## src/rtl/pa_core_td_gen2_pkg.sv

```systemverilog
// Shared opcodes, instruction field positions and ALU source encoding
// for the pa_core_td_gen2 accumulator core.
package pa_core_pkg;

  localparam int OPC_W   = 4;
  localparam int IMM_LSB = 0;

  localparam logic [OPC_W-1:0] OP_ADD_A  = 4'b0000;
  localparam logic [OPC_W-1:0] OP_MOV_AB = 4'b0001;
  localparam logic [OPC_W-1:0] OP_IN_A   = 4'b0010;
  localparam logic [OPC_W-1:0] OP_MOV_AI = 4'b0011;
  localparam logic [OPC_W-1:0] OP_MOV_BA = 4'b0100;
  localparam logic [OPC_W-1:0] OP_ADD_B  = 4'b0101;
  localparam logic [OPC_W-1:0] OP_IN_B   = 4'b0110;
  localparam logic [OPC_W-1:0] OP_MOV_BI = 4'b0111;
  localparam logic [OPC_W-1:0] OP_OUT_A  = 4'b1000;
  localparam logic [OPC_W-1:0] OP_OUT_B  = 4'b1001;
  localparam logic [OPC_W-1:0] OP_NOP    = 4'b1010;
  localparam logic [OPC_W-1:0] OP_OUT_I  = 4'b1011;
  localparam logic [OPC_W-1:0] OP_JMP_A  = 4'b1100;
  localparam logic [OPC_W-1:0] OP_JMP_B  = 4'b1101;
  localparam logic [OPC_W-1:0] OP_JNC    = 4'b1110;
  localparam logic [OPC_W-1:0] OP_JMP_I  = 4'b1111;

  // The low two opcode bits select the adder source for every opcode.
  typedef enum logic [1:0] {
    SRC_A    = 2'b00,
    SRC_B    = 2'b01,
    SRC_IN   = 2'b10,
    SRC_ZERO = 2'b11
  } src_sel_e;

  function automatic src_sel_e op_src(input logic [OPC_W-1:0] op);
    return src_sel_e'(op[1:0]);
  endfunction

endpackage

```

## src/rtl/pa_core_td_gen2_if.sv

```systemverilog
// Bundle between the core sequencer and its adder: operands and source
// select in, sum and carry-out back.
interface pa_core_td_gen2_if #(parameter int DATA_W = 4);
  import pa_core_pkg::*;

  src_sel_e          src_sel;
  logic [DATA_W-1:0] a;
  logic [DATA_W-1:0] b;
  logic [DATA_W-1:0] in_val;
  logic [DATA_W-1:0] imm;
  logic [DATA_W-1:0] sum;
  logic              carry_out;

  modport master (output src_sel, a, b, in_val, imm, input sum, carry_out);
  modport slave  (input src_sel, a, b, in_val, imm, output sum, carry_out);

endinterface

```

## src/rtl/pa_core_alu.sv

```systemverilog
// Combinational source mux plus DATA_W+1 bit adder; carry-out is the
// adder's top bit.
module pa_core_alu
  import pa_core_pkg::*;
#(
  parameter int DATA_W = 4
) (
  pa_core_td_gen2_if.slave alu
);

  logic [DATA_W-1:0] src;

  // NOTE: every always_comb output gets a default first so no path can
  // leave it unassigned and infer a latch.
  always_comb begin
    src = '0;
    unique case (alu.src_sel)
      SRC_A:    src = alu.a;
      SRC_B:    src = alu.b;
      SRC_IN:   src = alu.in_val;
      SRC_ZERO: src = '0;
    endcase
  end

  assign {alu.carry_out, alu.sum} = {1'b0, src} + {1'b0, alu.imm};

endmodule

```

## src/rtl/pa_core_td_gen2.sv

```systemverilog
// Parametrised A/B accumulator core with carry, JNC, stall and output strobe.
// Optional input synchroniser selected by macro PA_CORE_INPUT_SYNC_EN.
module pa_core_td_gen2
  import pa_core_pkg::*;
#(
  parameter int DATA_W  = 4,
  parameter int ADDR_W  = 4,
  parameter int INSTR_W = OPC_W + DATA_W
) (
  input  logic               clk_i,
  input  logic               rst_i,
  input  logic               en_i,
  output logic [ADDR_W-1:0]  imem_addr_o,
  input  logic [INSTR_W-1:0] imem_data_i,
  input  logic [DATA_W-1:0]  input_i,
  output logic [DATA_W-1:0]  output_o,
  output logic               output_vld_o,
  output logic               carry_o
);

  logic [OPC_W-1:0]  opcode;
  logic [DATA_W-1:0] imm;
  logic [DATA_W-1:0] in_val;

  logic [ADDR_W-1:0] pc_q, pc_d;
  logic [DATA_W-1:0] a_q, a_d;
  logic [DATA_W-1:0] b_q, b_d;
  logic [DATA_W-1:0] out_q, out_d;
  logic              vld_q, vld_d;
  logic              carry_q, carry_d;

  assign opcode = imem_data_i[INSTR_W-1 -: OPC_W];
  assign imm    = imem_data_i[IMM_LSB +: DATA_W];

`ifdef PA_CORE_INPUT_SYNC_EN
  logic [DATA_W-1:0] sync_meta_q;
  logic [DATA_W-1:0] sync_q;

  // Free-running so the synchroniser keeps tracking input_i during stalls.
  always_ff @(posedge clk_i) begin
    if (rst_i) begin
      sync_meta_q <= '0;
      sync_q      <= '0;
    end else begin
      sync_meta_q <= input_i;
      sync_q      <= sync_meta_q;
    end
  end

  assign in_val = sync_q;
`else
  assign in_val = input_i;
`endif

  pa_core_td_gen2_if #(.DATA_W(DATA_W)) alu_bus ();

  assign alu_bus.src_sel = op_src(opcode);
  assign alu_bus.a       = a_q;
  assign alu_bus.b       = b_q;
  assign alu_bus.in_val  = in_val;
  assign alu_bus.imm     = imm;

  pa_core_alu #(.DATA_W(DATA_W)) u_alu (.alu(alu_bus.slave));

  always_comb begin
    pc_d    = pc_q;
    a_d     = a_q;
    b_d     = b_q;
    out_d   = out_q;
    vld_d   = 1'b0;
    carry_d = carry_q;
    if (en_i) begin
      pc_d = pc_q + ADDR_W'(1);
      if (!opcode[OPC_W-1]) begin
        // Register writes: bit 2 picks B over A; only these touch carry.
        carry_d = alu_bus.carry_out;
        if (opcode[2]) b_d = alu_bus.sum;
        else           a_d = alu_bus.sum;
      end else begin
        case (opcode)
          OP_OUT_A, OP_OUT_B, OP_OUT_I: begin
            out_d = alu_bus.sum;
            vld_d = 1'b1;
          end
          OP_JMP_A, OP_JMP_B, OP_JMP_I: pc_d = alu_bus.sum[ADDR_W-1:0];
          OP_JNC: if (!carry_q) pc_d = imm[ADDR_W-1:0];
          default: ;
        endcase
      end
    end
  end

  // NOTE: state flops use non-blocking assignments so every flop samples
  // the pre-edge values of the others.
  always_ff @(posedge clk_i) begin
    if (rst_i) begin
      pc_q    <= '0;
      a_q     <= '0;
      b_q     <= '0;
      out_q   <= '0;
      vld_q   <= 1'b0;
      carry_q <= 1'b0;
    end else begin
      pc_q    <= pc_d;
      a_q     <= a_d;
      b_q     <= b_d;
      out_q   <= out_d;
      vld_q   <= vld_d;
      carry_q <= carry_d;
    end
  end

  assign imem_addr_o  = pc_q;
  assign output_o     = out_q;
  assign output_vld_o = vld_q;
  assign carry_o      = carry_q;

endmodule

```

## config.mk

```make
export PLATFORM = sky130hd
export DESIGN_NAME = pa_core_td_gen2
export DESIGN_NICKNAME = d
export VERILOG_FILES = /design/src/rtl/pa_core_td_gen2_pkg.sv /design/src/rtl/pa_core_td_gen2_if.sv /design/src/rtl/pa_core_alu.sv /design/src/rtl/pa_core_td_gen2.sv
export SDC_FILE = /design/constraint.sdc
export NUM_CORES = 1
export LEC_CHECK = 0
export ABC_CLOCK_PERIOD_IN_PS = 2890
export CORE_MARGIN = 4
export CORE_UTILIZATION = 48
export CTS_CLUSTER_DIAMETER = 40
export CTS_CLUSTER_SIZE = 20
export DETAILED_ROUTE_END_ITERATION = 10
export HOLD_SLACK_MARGIN = 0.1
export PLACE_DENSITY = 0.73
export RECOVER_POWER = 50
export SLEW_MARGIN = 20
export SYNTH_ARGS = -nofsm -noshare
export SYNTH_HDL_FRONTEND = slang
export SYNTH_SLANG_ARGS = --single-unit
export TNS_END_PERCENT = 50
```

## constraint.sdc

```tcl
create_clock -name clk_i -period 2.89 [get_ports clk_i]
set_input_delay 0.867 -clock clk_i [delete_from_list [all_inputs] [get_ports clk_i]]
set_output_delay 0.867 -clock clk_i [all_outputs]
set_load 0.01 [all_outputs]
```

After elaboration in Yosys (flattened, before gate mapping)
Cells that the tools add are included.
{"block": "op_classes", "add_sub_neg": 2, "n_eq_ne": 10, "n_mux": 5, "bitwise": 3, "n_reduce_logical": 8}
{"cell": "$eq 4x4->1 const B", "n": 7}
{"cell": "$pmux 4 s4", "n": 1}
{"cell": "$reduce_and 3->1", "n": 3}
{"cell": "$reduce_or 3->1", "n": 3}
{"cell": "$mux 4", "n": 2}
{"cell": "$pmux 4 s2", "n": 1}
{"cell": "$add 4x4->5", "n": 1}
{"cell": "$add 4x1->4 const B", "n": 1}
{"cell": "$eq 2x2->1 const B", "n": 2}
{"cell": "$not 1->1", "n": 3}
{"cell": "$eq 2x1->1 const B", "n": 1}
{"cell": "$logic_not 2->1", "n": 1}
{"cell": "$reduce_and 2->1", "n": 1}
{"cell": "$mux 1", "n": 1}
{"block": "totals", "regBits": 18, "inputBits": 15, "output_inout_bits": 10, "word_cells": 34}

Logic depth before layout (Yosys ltp)
Gate-level depths: netlist (run 1).
{"block": "logic_depth", "ltp_word": 5, "depth_mapped": 11, "depth_no_buf": 10}

Hierarchy
Synthesis (run 1) repeated with hierarchy kept, for this count alone.
{"block": "unflattened", "cells_unflattened": 116, "area_unflattened_um2": 1052.3}
{"mod": "pa_core_td_gen2", "instances": 1, "cells_per_inst": 89, "area_per_inst_um2": 823.3, "seq_area_each_um2": 360.3}
{"mod": "pa_core_alu", "instances": 1, "cells_per_inst": 27, "area_per_inst_um2": 229.0, "seq_area_each_um2": 0.0}

Least setup slack after synthesis (run 1)
No wires, ideal clock.
{"block": "synth_path", "kind": "input port to flip-flop", "from": "input imem_data_i[4]", "to": "register pc_q[2] (netlist: imem_addr_o[2])", "setup_ps": 129, "arrival_ps": 2599, "t_required_ps": 2761, "setup_slack_ps": 162, "stages": 11, "path_buffers": 1, "path_cell_list": "buf_6 -> nor2b_4 -> nand2_1 -> o21ai_0 -> ha_1 -> inv_1 -> fa_1 -> xnor2_1 -> and3_2 -> a311oi_1 -> o32ai_1"}
{"block": "synth_between", "elab_chain_len": 5, "word_cells_on_any_way": 13, "cone_classes": "add/sub (1); eq/ne (7); mux (3); reduce/logical (2)"}
{"item": "from (decl)", "line_no": "pa_core_td_gen2.sv:14", "text": "input logic [INSTR_W-1:0] imem_data_i,"}
{"item": "$eq 2x2->1, or another cell as far along", "line_no": "pa_core_alu.sv:17", "text": "unique case (alu.src_sel)"}
{"item": "$pmux 4 s4", "line_no": "pa_core_alu.sv:17"}
{"item": "$add 4x4->5", "line_no": "pa_core_alu.sv:25", "text": "assign {alu.carry_out, alu.sum} = {1'b0, src} + {1'b0, alu.imm};"}
{"item": "$pmux 4 s2 (*)", "line_no": "pa_core_td_gen2.sv:80", "text": "case (opcode)"}
{"item": "$mux 4 (*)", "line_no": "pa_core_td_gen2.sv:74", "text": "if (!opcode[OPC_W-1]) begin"}
{"item": "to (signal assigned)", "line_no": "pa_core_td_gen2.sv:104", "text": "pc_q <= pc_d;"}
{"item": "to (decl)", "line_no": "pa_core_td_gen2.sv:25", "text": "logic [ADDR_W-1:0] pc_q, pc_d;"}
Every way passes the cells marked *; elsewhere a longest branch is shown, timed or not.
A chain may end at the register's enable or synchronous reset.

Worst setup path in the final report (run 1)
{"block": "layout_path", "from": "input imem_data_i[5]", "to": "register pc_q[2] (netlist: imem_addr_o[2])"}
Same word-level chain as after synthesis.

==> results.sh, run 1 <==
export IMPL_power_leakage_nw=0.581
export IMPL_period_needed_ns=2.82
export IMPL_die_x_um=55.2
export IMPL_drive_gt1_share_pct=14.6
export IMPL_fin_nets=174
export IMPL_crit_path_cell_trace="clkdlybuf4s50_1 -> nor2b_4 -> nand2_1 -> o21ai_0 -> ha_2 -> inv_1 -> fa_2 -> xnor2_1 -> and3_2 -> a311oi_2 -> o32ai_1"
export IMPL_worst_path_dominant_cell_family="adder cells"
export IMPL_power_frac_seq_pct=50.4
export IMPL_syn_cell_area_um2=1070
export IMPL_rr_startpoint="a_q[0]$_SDFFE_PP0P_"
export IMPL_rows=16
export IMPL_cp_num_buf_inv=2
export IMPL_syn2layout_area_growth_pct=29.6
export IMPL_hold_viol=0
export IMPL_io_pins=25
export IMPL_fmax_mhz=355
export IMPL_place_detailed_hpwl_um=2010
export IMPL_yosys_most_used_dff="dfxtp_1"
export IMPL_synth_nets=141
export IMPL_cp_end_kind="flop"
export IMPL_path_class="in -> reg"
export IMPL_avgViaCountPerCell=5.43
export IMPL_yosys_warnings=0
export IMPL_antenna_found_initial=0
export IMPL_gp_congestion=0.846
export IMPL_nFillCells=193
export IMPL_setup_viol=0
export IMPL_clock_latency_ns=0.28
export IMPL_slew_headroom_pct=45.6
export IMPL_final_cell_mix="dfxtp_1 (18), nor2_1 (15), clkdlybuf4s50_1 (12), dlygate4sd3_1 (11), buf_4 (9)"
export IMPL_antenna_cells=0
export IMPL_cts_buffers=3
export IMPL_core_area_um2=2040
export IMPL_synth_edf_count=0
export IMPL_hold_path_class="reg -> reg"
export IMPL_yosysTopAreaCellShare_pct=33.7
export IMPL_layout_commonest_cell="dfxtp_1"
export IMPL_wl_per_cell_um=13.8
export IMPL_synth_cell_type_count=41
export IMPL_critPathLaunchType="primary input"
export IMPL_utilization_pct=67.9
export IMPL_syn_avg_cell_area_um2=8.91
export IMPL_p_comb_share_pct=28.2
export IMPL_first_global_vias=935
export IMPL_finalCritPeriodShare_pct=97.5
export IMPL_path_clk_slew_ns=0.09
export IMPL_hp_start="alu_bus.b[0]$_SDFFE_PP0P_"
export IMPL_finClkSkew_ns=0.00425
export IMPL_fin_ws_ns=0.0728
export IMPL_drt_first_iter_violations=16
export IMPL_final_area_um2=1390
export IMPL_peakVddDrop_v=0.000403
export IMPL_crit_path_max_incr_delay_ns=0.47
export IMPL_p_clk_share_pct=21.4
export IMPL_root_buffer="clkbuf_4"
export IMPL_dieArea_um2=3050
export IMPL_maxCapViolCount=0
export IMPL_whs_endpoint="alu_bus.b[0]$_SDFFE_PP0P_"
export IMPL_syn_instance_count=120
export IMPL_cp_required_ns=3.06
export IMPL_swShare_pct=27.5
export IMPL_cp_max_fo=4
export IMPL_multi_input_area_um2=637
export IMPL_post_cts_buffers=0
export IMPL_initial_core_util_pct=52.4
export IMPL_synth_top_area_cell="dfxtp_1"
export IMPL_tightest_slew_ns=0.810
export IMPL_drt_total_wl_um=2460
export IMPL_die_h_um=55.2
export IMPL_async_flop_share_pct=0
export IMPL_ys_seq_elements=18
export IMPL_dpl_worst_slack_ns=-0.432
export IMPL_port_buffers=24
export IMPL_clockBufferDepth=2
export IMPL_regArea_um2=360
export IMPL_drc=0
export IMPL_p_int_w=0.000390
export IMPL_vias=967
export IMPL_crit_arrival_ns=2.99
export IMPL_switchingPower_w=0.000148
export IMPL_netlist_top_cells_area="dfxtp_1 (34%), mux2i_1 (7.5%), ha_1 (5.8%)"
export IMPL_dpl_cell_area_um2=1380
export IMPL_drv_slew=0
export IMPL_cts_sinks=18
export IMPL_rr_endpoint="imem_addr_o[2]$_SDFFE_PP0P_"
export IMPL_cts_htree_levels=1
export IMPL_critPathSlowestCell="clkdlybuf4s50_1"
export IMPL_power_density_nw_per_um2=388
export IMPL_reg2regPathDepth=9
export IMPL_grt_usage_pct=16.6
export IMPL_hold_ws_ns=0.459
export IMPL_status="finished clean"
export IMPL_cts_tree="yes"
export IMPL_min_path_cells=2
export IMPL_reg2reg_slack_ns=0.84
export IMPL_overflow=0
export IMPL_drt_antenna_violating_nets=0
export IMPL_grt_pass1_wl_um=4170
export IMPL_yosysSeqAreaShare_pct=33.7
export IMPL_grt_start_max_net_pins=18
export IMPL_drtPass1Iterations=4
==> through the flow <==
step	TNS (ns)	total power [W]	cells
floorplan	0	0.000359	120
global placement	-1.37	0.000431	175
detailed placement	-2.55	0.000433	175
CTS	0	0.000548	178
global route	-0.0245	0.000570	178
finish	0	0.000538	178
==> Yosys cell counts, types with 3 or more instances <==
library cell and number:
ha_1 5, nand2_1 6, inv_1 6, dfxtp_1 18, o21ai_0 5, nor2_1 15
nand3_1 5, nand3b_1 3, a211oi_1 3, mux2i_1 8, a21oi_1 4, nand2b_1 6
==> worst max path at each step <==
stage	startpoint	end	cells past startpoint	slack, ns
after floorplan	imem_data_i[4]	imem_addr_o[2]$_SDFFE_PP0P_	11	0.16
after global placement	imem_data_i[4]	imem_addr_o[2]$_SDFFE_PP0P_	10	-0.29
after detailed placement	imem_data_i[4]	imem_addr_o[2]$_SDFFE_PP0P_	10	-0.43
after CTS	imem_data_i[5]	imem_addr_o[2]$_SDFFE_PP0P_	11	0.05
after global routing	imem_data_i[5]	imem_addr_o[2]$_SDFFE_PP0P_	11	-0.02
final	imem_data_i[5]	imem_addr_o[2]$_SDFFE_PP0P_	11	0.07
==> per-layer routing <==
layer  share of wire, %  GRT usage [%]  up-vias
met5                  0              0        -
met4               0.45           2.08        0
met3                5.2           5.13        3
met2                 52           29.4       25
met1                 42           20.0      448
li1                   -              -      491
==> worst register-to-register path: stages, from the launching register on <==
cell and delay, ns:
dfxtp_1 0.34, mux2i_1 0.06, o21ai_0 0.20, ha_2 0.21
inv_1 0.06, fa_2 0.35, xnor2_1 0.15, and3_2 0.22
a311oi_2 0.24, o32ai_1 0.11
==> power by group through the flow <==
| stage | clock network (W) | registers [W] | logic [W] |
|---|---|---|---|
| 3_5_place_dp | 0 | 0.000278 | 0.000156 |
| 5_1_grt | 0.000130 | 0.000273 | 0.000168 |
| 3_3_place_gp | 0 | 0.000277 | 0.000153 |
| 6_report | 0.000115 | 0.000271 | 0.000152 |
| 2_1_floorplan | 0 | 0.000279 | 0.0000798 |
| 4_1_cts | 0.000120 | 0.000272 | 0.000156 |
==> flip-flops by register name, summed over array words and instances, names as in the netlist <==
name,count
alu_bus.b,4
output_vld_o,1
imem_addr_o,4
carry_o,1
a_q,4
output_o,4
==> area by class of cell <==
type                       count  area share (%)
inverter                       7            1.90
tap                           27            2.44
sequential                    18            26.0
multi-input combinational     90            45.9
timing repair buffer          33            22.1
clock buffer                   3            1.62
==> kinds of logic (layout without fill, tap and decap cells) <==
group	count (synthesis)	in the layout	synth area share [%]
xor gates and xnor gates	3	3	2.46
DFF	18	18	33.7
AOI/OAI and AO/OA	26	26	16.7
buffers and inverters	12	43	5.73
muxes	8	8	7.49
and+or+nand+nor	47	47	26.2
adders and majority gates	6	6	7.72
==> what timing repair did <==
action / 4_1_cts / 5_1_grt
hold buffers: 0 / 0
resized for setup: 1 / 3
pin swaps: 0 / 1
endpoints found under the setup margin: 1 / 1
Power figures use the tool's default switching activity.
==> inputs of run 2 (changes only) <==
Settings changed: ABC_CLOCK_PERIOD_IN_PS 2890 to 3200, GPL_TIMING_DRIVEN set to 0.
Clock period 2.89 ns to 3.2 ns, I/O delays scaled along.
==> results.sh, run 2 (synthesis gave the netlist of run 1 again) <==
export IMPL_status="finished clean"
export IMPL_syn2layout_area_growth_pct=27.4
export IMPL_crit_path_max_incr_delay_ns=0.39
export IMPL_crit_path_cell_trace="dlygate4sd2_1 -> nor2b_4 -> nand2_1 -> o21ai_0 -> ha_1 -> inv_1 -> fa_1 -> xnor2_1 -> and3_2 -> a311oi_1 -> o32ai_1"
export IMPL_power_density_nw_per_um2=374
export IMPL_fin_nets=170
export IMPL_clockBufferDepth=2
export IMPL_grt_start_max_net_pins=11
export IMPL_grt_pass1_wl_um=4110
export IMPL_cp_required_ns=3.38
export IMPL_tightest_slew_ns=0.731
export IMPL_first_global_vias=905
export IMPL_overflow=0
export IMPL_core_area_um2=2040
export IMPL_maxCapViolCount=0
export IMPL_root_buffer="clkbuf_4"
export IMPL_port_buffers=22
export IMPL_drc=0
export IMPL_switchingPower_w=0.000142
export IMPL_finalCritPeriodShare_pct=93.2
export IMPL_cts_htree_levels=1
export IMPL_final_cell_mix="dfxtp_1 (18), nor2_1 (15), dlygate4sd3_1 (12), clkdlybuf4s50_1 (9), mux2i_1 (8)"
export IMPL_rows=16
export IMPL_cp_end_kind="flop"
export IMPL_drt_antenna_violating_nets=0
export IMPL_crit_arrival_ns=3.16
export IMPL_swShare_pct=27.9
export IMPL_critPathLaunchType="primary input"
export IMPL_antenna_cells=0
export IMPL_slew_headroom_pct=50.9
export IMPL_rsz0062_at_grt="false"
export IMPL_p_clk_share_pct=27.4
export IMPL_cts_hold_buf=0
export IMPL_path_class="in -> reg"
export IMPL_dieArea_um2=3050
export IMPL_clock_latency_ns=0.29
export IMPL_avgViaCountPerCell=5.32
export IMPL_period_needed_ns=2.98
export IMPL_power_leakage_nw=0.570
export IMPL_drtPass1Iterations=4
export IMPL_io_pins=25
export IMPL_finClkSkew_ns=0.00412
export IMPL_utilization_pct=66.7
export IMPL_antenna_found_initial=0
export IMPL_die_h_um=55.2
export IMPL_path_clk_slew_ns=0.10
export IMPL_drive_gt1_share_pct=11.5
export IMPL_drv_slew=0
export IMPL_nFillCells=191
export IMPL_initial_core_util_pct=52.4
export IMPL_worst_path_dominant_cell_family="adder cells"
export IMPL_vias=931
export IMPL_peakVddDrop_v=0.000318
export IMPL_hold_viol=0
export IMPL_setup_viol=0
export IMPL_stdcell_count=175
export IMPL_power_frac_seq_pct=48.0
export IMPL_layout_commonest_cell="dfxtp_1"
export IMPL_grt_usage_pct=16.6
export IMPL_p_comb_share_pct=24.6
export IMPL_cp_num_buf_inv=2
export IMPL_place_detailed_hpwl_um=1900
export IMPL_critPathSlowestCell="fa_1"
export IMPL_cp_max_fo=8
export IMPL_die_x_um=55.2
export IMPL_cts_buffers=3
export IMPL_cts_sinks=18
export IMPL_dp_cells=169
export IMPL_cts_tree="yes"
export IMPL_fmax_mhz=335
export IMPL_gp_congestion=0.783
export IMPL_wl_per_cell_um=13.8
export IMPL_p_int_w=0.000368
export IMPL_hold_path_class="reg -> reg"
export IMPL_drt_total_wl_um=2420
export IMPL_drt_first_iter_violations=12
run 2: changes by cell type in the layout (fill, tap and decap cells not counted), moves of 2 or more:
cell	change
clkdlybuf4s50_1	-3
buf_6	+2
buf_4	-7
clkbuf_1	+2
run 2: power by group through the flow:
stage	Clock, W	Combinational, W	Sequential, W
after floorplan	0	0.0000721	0.000252
after global placement	0	0.000127	0.000250
after detailed placement	0	0.000129	0.000250
after CTS	0.000143	0.000131	0.000245
after global routing	0.000151	0.000138	0.000246
final	0.000140	0.000125	0.000245
run 2: cell type report:
cell class | count | area [um2] | share of cell area, %
multi-input combinational | 90 | 637 | 46.7
sequential | 18 | 360 | 26.4
timing repair buffer | 24 | 234 | 17.2
clock buffer | 4 | 36.3 | 2.66
buffer | 5 | 35.0 | 2.57
tap | 27 | 33.8 | 2.48
inverter | 7 | 26.3 | 1.93
run 2: worst paths after layout:
kind                              from                           to  slack (ns)  cells after the start
max                     imem_data_i[5]  imem_addr_o[2]$_SDFFE_PP0P_        0.22                     11
min          alu_bus.b[0]$_SDFFE_PP0P_    alu_bus.b[0]$_SDFFE_PP0P_        0.47                      2
max reg2reg  alu_bus.b[0]$_SDFFE_PP0P_  imem_addr_o[2]$_SDFFE_PP0P_        1.01                      9
min reg2reg  alu_bus.b[0]$_SDFFE_PP0P_    alu_bus.b[0]$_SDFFE_PP0P_        0.47                      2
run 2: stage by stage:
step | instance area (um2) | power [W] | hold slack, ns | worst slack (ns) | setup TNS [ns]
final | 1360 | 0.000510 | 0.474 | 0.217 | 0
after detailed placement | 1320 | 0.000379 | 0.460 | -0.501 | -2.32
after floorplan | 1070 | 0.000324 | 0.436 | 0.379 | 0
after global routing | 1360 | 0.000536 | 0.506 | 0.0626 | 0
after global placement | 1320 | 0.000377 | 0.443 | -0.478 | -2.13
after CTS | 1370 | 0.000518 | 0.476 | 0.200 | 0
run 2: per-layer routing:
layer | global-route usage (%) | wire length [um]
met5 | 0 | 0
met4 | 3.13 | 14
met3 | 5.59 | 164
met2 | 27.5 | 1140
met1 | 21.0 | 1100
run 2: timing repair:
action	CTS	global route
resized for setup	1	0
setup endpoints to repair	3	0
endpoints found under the hold margin	0	0
setup buffers	2	0
run 2: worst register-to-register path, delay by kind of cell (launching register included):
family          cells  cell delay, ns
fa+ha+maj           2            0.58
xor+xnor            1            0.23
mux                 1            0.08
simple gates        1            0.26
buf+inv             1            0.05
flops               1            0.35
compound gates      3            0.50
